===== src/rtl/d_reg_rr_arbiter.sv =====
// d_reg_rr_arbiter
//
// Purpose:
//   Lets NREQ requesters share one WIDTH-bit register. A round-robin arbiter
//   grants one requester at a time, and the granted data is loaded into the
//   register. After each write the block stays busy for HOLD cycles before it
//   can grant again. Consumers read q and use q_valid/q_owner to qualify it.
//
// Ports:
//   clk      in   1             rising-edge clock
//   rst      in   1             asynchronous, active-high reset
//   req      in   NREQ          per-requester write request (bit i = requester i)
//   wdata    in   NREQ*WIDTH    write data, requester i at [i*WIDTH +: WIDTH]
//   gnt      out  NREQ          one-hot combinational grant
//   q        out  WIDTH         shared register contents
//   q_valid  out  1             one-cycle pulse the cycle after a write
//   q_owner  out  clog2(NREQ)   index of the requester that last wrote q
//   busy     out  1             high while holding off after a write

module d_reg_rr_arbiter #(
  parameter int NREQ  = 4,
  parameter int WIDTH = 8,
  parameter int HOLD  = 2
) (
  input  logic                       clk,
  input  logic                       rst,
  input  logic [NREQ-1:0]            req,
  input  logic [NREQ*WIDTH-1:0]      wdata,
  output logic [NREQ-1:0]            gnt,
  output logic [WIDTH-1:0]           q,
  output logic                       q_valid,
  output logic [$clog2(NREQ)-1:0]    q_owner,
  output logic                       busy
);

  localparam int OW = $clog2(NREQ);
  localparam int CW = 4;

  typedef enum logic {
    ST_IDLE,
    ST_HOLD
  } state_t;

  state_t          state;
  state_t          state_next;
  logic [CW-1:0]   cnt;
  logic [CW-1:0]   cnt_next;
  logic [OW-1:0]   ptr;
  logic [OW-1:0]   ptr_next;
  logic [OW-1:0]   sel;
  logic            found;
  logic [2*NREQ-1:0] rot;
  int              off;
  int              sum;

  // Round-robin pick. Duplicating req and shifting it right by ptr puts the
  // requester at ptr in bit 0, so the lowest set bit of the rotated vector is
  // the first requester in round-robin order. Adding ptr back (mod NREQ)
  // turns that offset into a requester index. Because the scan covers only
  // offsets 0..NREQ-1, an index of NREQ or more can never be selected.
  always_comb begin
    rot   = {req, req} >> ptr;
    found = 1'b0;
    off   = 0;
    sum   = 0;
    sel   = '0;
    gnt   = '0;
    if (!rst && state == ST_IDLE) begin
      for (int k = NREQ - 1; k >= 0; k--) begin
        if (rot[k]) begin
          found = 1'b1;
          off   = k;
        end
      end
      sum = int'(ptr) + off;
      if (sum >= NREQ) begin
        sum = sum - NREQ;
      end
      sel = OW'(sum);
      if (found) begin
        gnt = NREQ'(1) << sel;
      end
    end
  end

  // The pointer advances to the requester after the winner. It wraps to 0 on
  // the last index so that non-power-of-two NREQ stays in range.
  always_comb begin
    ptr_next = sel + OW'(1);
    if (sel == OW'(NREQ - 1)) begin
      ptr_next = '0;
    end
  end

  // Next-state logic for the hold-off FSM. A grant loads the counter with
  // HOLD. The HOLD state lasts until the counter reaches 1, which gives
  // exactly HOLD busy cycles. When HOLD is 0, the FSM never leaves IDLE.
  always_comb begin
    state_next = state;
    cnt_next   = cnt;
    case (state)
      ST_IDLE: begin
        if (found && HOLD > 0) begin
          state_next = ST_HOLD;
          cnt_next   = CW'(HOLD);
        end
      end
      ST_HOLD: begin
        cnt_next = cnt - CW'(1);
        if (cnt == CW'(1)) begin
          state_next = ST_IDLE;
        end
      end
      default: begin
        state_next = ST_IDLE;
        cnt_next   = '0;
      end
    endcase
  end

  // FSM state and hold counter registers.
  always_ff @(posedge clk or posedge rst) begin
    if (rst) begin
      state <= ST_IDLE;
      cnt   <= '0;
    end else begin
      state <= state_next;
      cnt   <= cnt_next;
    end
  end

  // Shared register and bookkeeping. When there is no grant, q, q_owner and
  // ptr keep their values and only the q_valid pulse drops.
  always_ff @(posedge clk or posedge rst) begin
    if (rst) begin
      q       <= '0;
      q_valid <= 1'b0;
      q_owner <= '0;
      ptr     <= '0;
    end else begin
      q_valid <= found;
      if (found) begin
        q       <= wdata[int'(sel)*WIDTH +: WIDTH];
        q_owner <= sel;
        ptr     <= ptr_next;
      end
    end
  end

  assign busy = (state == ST_HOLD);

endmodule

===== config.mk =====
export PLATFORM = sky130hd
export DESIGN_NAME = d_reg_rr_arbiter
export DESIGN_NICKNAME = d
export VERILOG_FILES = /design/src/rtl/d_reg_rr_arbiter.sv
export SDC_FILE = /design/constraint.sdc
export NUM_CORES = 1
export LEC_CHECK = 0
export ABC_CLOCK_PERIOD_IN_PS = 3100
export BUFFER_PORTS_ARGS = -buffer_cell sky130_fd_sc_hd__buf_2
export CORE_MARGIN = 2
export CORE_UTILIZATION = 40
export CTS_BUF_LIST = sky130_fd_sc_hd__clkbuf_4 sky130_fd_sc_hd__clkbuf_8 sky130_fd_sc_hd__clkbuf_16
export CTS_CLUSTER_SIZE = 24
export DETAILED_ROUTE_END_ITERATION = 12
export GPL_TIMING_DRIVEN = 0
export PLACE_DENSITY = 0.66
export SKIP_LAST_GASP = 1
export SYNTH_ARGS = -nofsm -noshare
export SYNTH_HDL_FRONTEND = slang
export SYNTH_SLANG_ARGS = --single-unit

===== constraint.sdc =====
create_clock -name clk -period 3.1 [get_ports clk]
set_clock_uncertainty 0.05 [all_clocks]
set_input_delay 0.155 -clock clk [delete_from_list [all_inputs] [get_ports clk]]
set_output_delay 0.155 -clock clk [all_outputs]
set_load 0.005 [all_outputs]

==> results.py <==
metrics = {
    "final_layout": {
        "register_area_um2": 450.4,
        "drive_above_1_share_pct": 36.96,
        "multi_input_area_um2": 675.6,
        "antenna_cells": 0,
        "fin_nets": 226,
        "area.growth.synth_to_final_pct": 28.45,
        "fillers": 259,
        "stdcell_area_um2": 1559,
        "layout_commonest_cell": "buf_2",
        "fin_cells": 215,
        "final_cell_mix": "53 x buf_2, 20 x nand2_1, 18 x dfrtp_1",
    },
    "grt": {
        "grt_pass1_wl_mm": 5.168,
        "overflow": 0,
        "antenna_found_initial": 0,
        "grt_max_degree": 19,
        "grt_pass1_vias": 1149,
        "track_usage_pct": 19.51,
    },
    "logic_synthesis": {
        "synth_nets": 168,
        "synth_warnings": 0,
        "synth_top_area_share_pct": 37.11,
        "yosys.area.top_type": "dfrtp_1",
        "yosys-top-cells-area": "dfrtp_1 37%, mux2i_1 6.6%, nand2_1 6.2%, o2111ai_1 5.8%, o311ai_1 5.8%",
        "synth-seq-area-share_pct": 37.11,
        "synth_cells": 127,
        "syn_avg_cell_area_um2": 9.556,
        "synth_area_um2": 1214,
        "synth-seq-cells": 18,
        "synth_cell_type_count": 38,
    },
    "floorplanning": {
        "die_w_um": 59.09,
        "core_area_um2": 2829,
        "initial_utilization_pct": 42.90,
        "pin_count": 54,
        "dieArea_um2": 3491,
        "die_height_um": 59.09,
        "std_cell_rows": 19,
    },
    "setup_path": {
        "cp_slowest_cell": "mux2i_2",
        "arrival_ns": 2.85,
        "cp-start-kind": "register",
        "cp-end-kind": "register",
        "crit_required_ns": 3.26,
        "path_buf_inv": 2,
        "slowest_delay_ns": 0.46,
        "cp_max_fo": 10,
        "crit_family": "compound AO/OA/AOI/OAI gates",
        "crit_chain": "buf_4 > nand2_1 > a2bb2oi_1 > o211ai_1 > o21a_1 > ha_1 > xor2_1 > or3_1 > mux2i_2 > buf_6 > o2111ai_1 > o311ai_1",
        "crit_type": "register to register",
    },
    "sta": {
        "timing.final.crit_share_pct": 86.81,
        "finalMaxSlewViolations": 0,
        "fmax_ghz": 0.3716,
        "hold_ws_ns": 0.09678,
        "final_hold_viol_count": 0,
        "tns_ns": 0,
        "setup-violations-final": 0,
        "layout_min_cycle_time_ns": 2.691,
        "worst_pin_slew_ns": 0.7020,
        "rsz0062_at_grt": "no",
        "relSlewSlack_pct": 53.15,
    },
    "outcome": {
        "outcome": "finished clean",
    },
    "route": {
        "totalWireLength_mm": 3.067,
        "ant_nets": 0,
        "post_drt_wl_per_cell_um": 14.27,
        "dr.pass1.iters": 4,
        "via_per_inst": 5.414,
        "drc": 0,
        "drt_iter0_drc": 24,
        "dr_total_vias": 1164,
    },
    "power_and_ir_drop": {
        "power_density_nw_per_um2": 813.9,
        "total_power_mw": 1.269,
        "p_leak_nw": 0.8180,
        "irDropWorstVdd_mv": 0.3373,
    },
    "run": {
        "maxCapViolations": 0,
    },
    "worst_hold_path": {
        "hold_path_class": "primary input to register",
    },
    "cts": {
        "cts_made_buffers": 3,
        "cts_max_path_buffers": 2,
        "clock_latency_ns": 0.30,
        "cts.sinks": 18,
        "cts-resized-gates": 0,
        "clk_pin_slew_ns": 0.11,
        "postCtsSetupBuffers": 0,
        "cts_root_buf": "clkbuf_4",
        "cts_tree": "yes",
        "cts_hold_buf": 1,
        "htreeDepth": 1,
    },
    "placed_design": {
        "place_area_um2": 1513,
        "hpwl_mm": 2.335,
        "io_buffers": 52,
        "place_congestion": 0.7818,
        "placed_cells": 210,
    },
}
power breakdown:
group	switching, mW	internal (mW)
Clock	0.0815	0.0717
Sequential	0.0821	0.342
Combinational	0.386	0.305
tightest hold or removal path, cell delays in order:
cell and delay (ns):
buf_2 0.08, o2111ai_1 0.09, o311ai_1 0.09
per-layer routing:
metal | vias to the layer above | GRT usage, % | routed length [µm] | share of wire [%]
li1 | 581 | - | - | -
met2 | 41 | 31.90 | 1441 | 47
met3 | 4 | 4.148 | 165 | 5.4
met4 | 0 | 4.870 | 30 | 0.98
met5 | - | 0 | 0 | 0
met1 | 538 | 26.30 | 1430 | 47
flip-flops by register name, indices dropped and copies added (netlist names):
register  count
q             8
cnt           4
ptr           2
q_owner       2
busy          1
q_valid       1
through the flow:
stage | util (%) | setup WS (ns)
after global routing | 55.11 | 0.1555
after floorplan | - | 0.7628
final | 55.11 | 0.4089
after CTS | 55.11 | 0.3899
after global placement | 53.47 | 0.4530
after detailed placement | 53.47 | 0.4131
layout make-up:
class | count | share of cell area (%)
Multi-Input combinational cell | 94 | 43.34
Sequential cell | 18 | 28.89
Timing Repair Buffer | 53 | 17.34
Buffer | 9 | 4.173
Tap cell | 31 | 2.488
Clock buffer | 4 | 2.327
Inverter | 6 | 1.445
worst paths after layout:
| check | from | cells after the start | slack (ns) | to |
|---|---|---|---|---|
| setup / recovery | ptr[1] | 12 | 0.41 | q[0] |
| hold / removal | wdata[20] | 3 | 0.1 | q[4] |
| setup reg to reg | ptr[1] | 12 | 0.41 | q[0] |
| hold reg to reg | q_owner[0] | 2 | 0.44 | q_owner[0] |
| max in group asynchronous | rst | 3 | 2.10 | q[3] |
| min in group asynchronous | rst | 3 | 0.46 | q_owner[1] |
cells in the mapped netlist, drive strengths merged:
cell type / number
nor2: 4
mux2i: 9
nor4: 1
o21ai: 4
nor3b: 2
clkbuf: 4
nand3b: 1
nand2: 20
o31ai: 1
mux2: 1
nor3: 2
ha: 3
or3: 2
a2bb2oi: 1
o211ai: 2
nand2b: 10
o311ai: 9
a21oi: 3
dfrtp: 18
xnor2: 1
buf: 5
o21a: 1
nand4b: 1
inv: 6
o2111ai: 8
nand3: 1
xor2: 2
o22ai: 1
a211o: 1
nor2b: 3
cell families (layout without fill, tap and decap cells):
logic type	after synthesis	in the layout	synth area share, %
AO/OA/AOI/OAI	31	31	21.03
XOR/XNOR	3	3	2.165
adder cells (fa/ha/maj)	3	3	3.093
buffers and inverters	15	72	7.216
flip-flops	18	18	37.11
multiplexers	10	10	8.969
AND/OR/NAND/NOR	47	47	20.41
No activity file was read; power rests on OpenSTA's default activity.
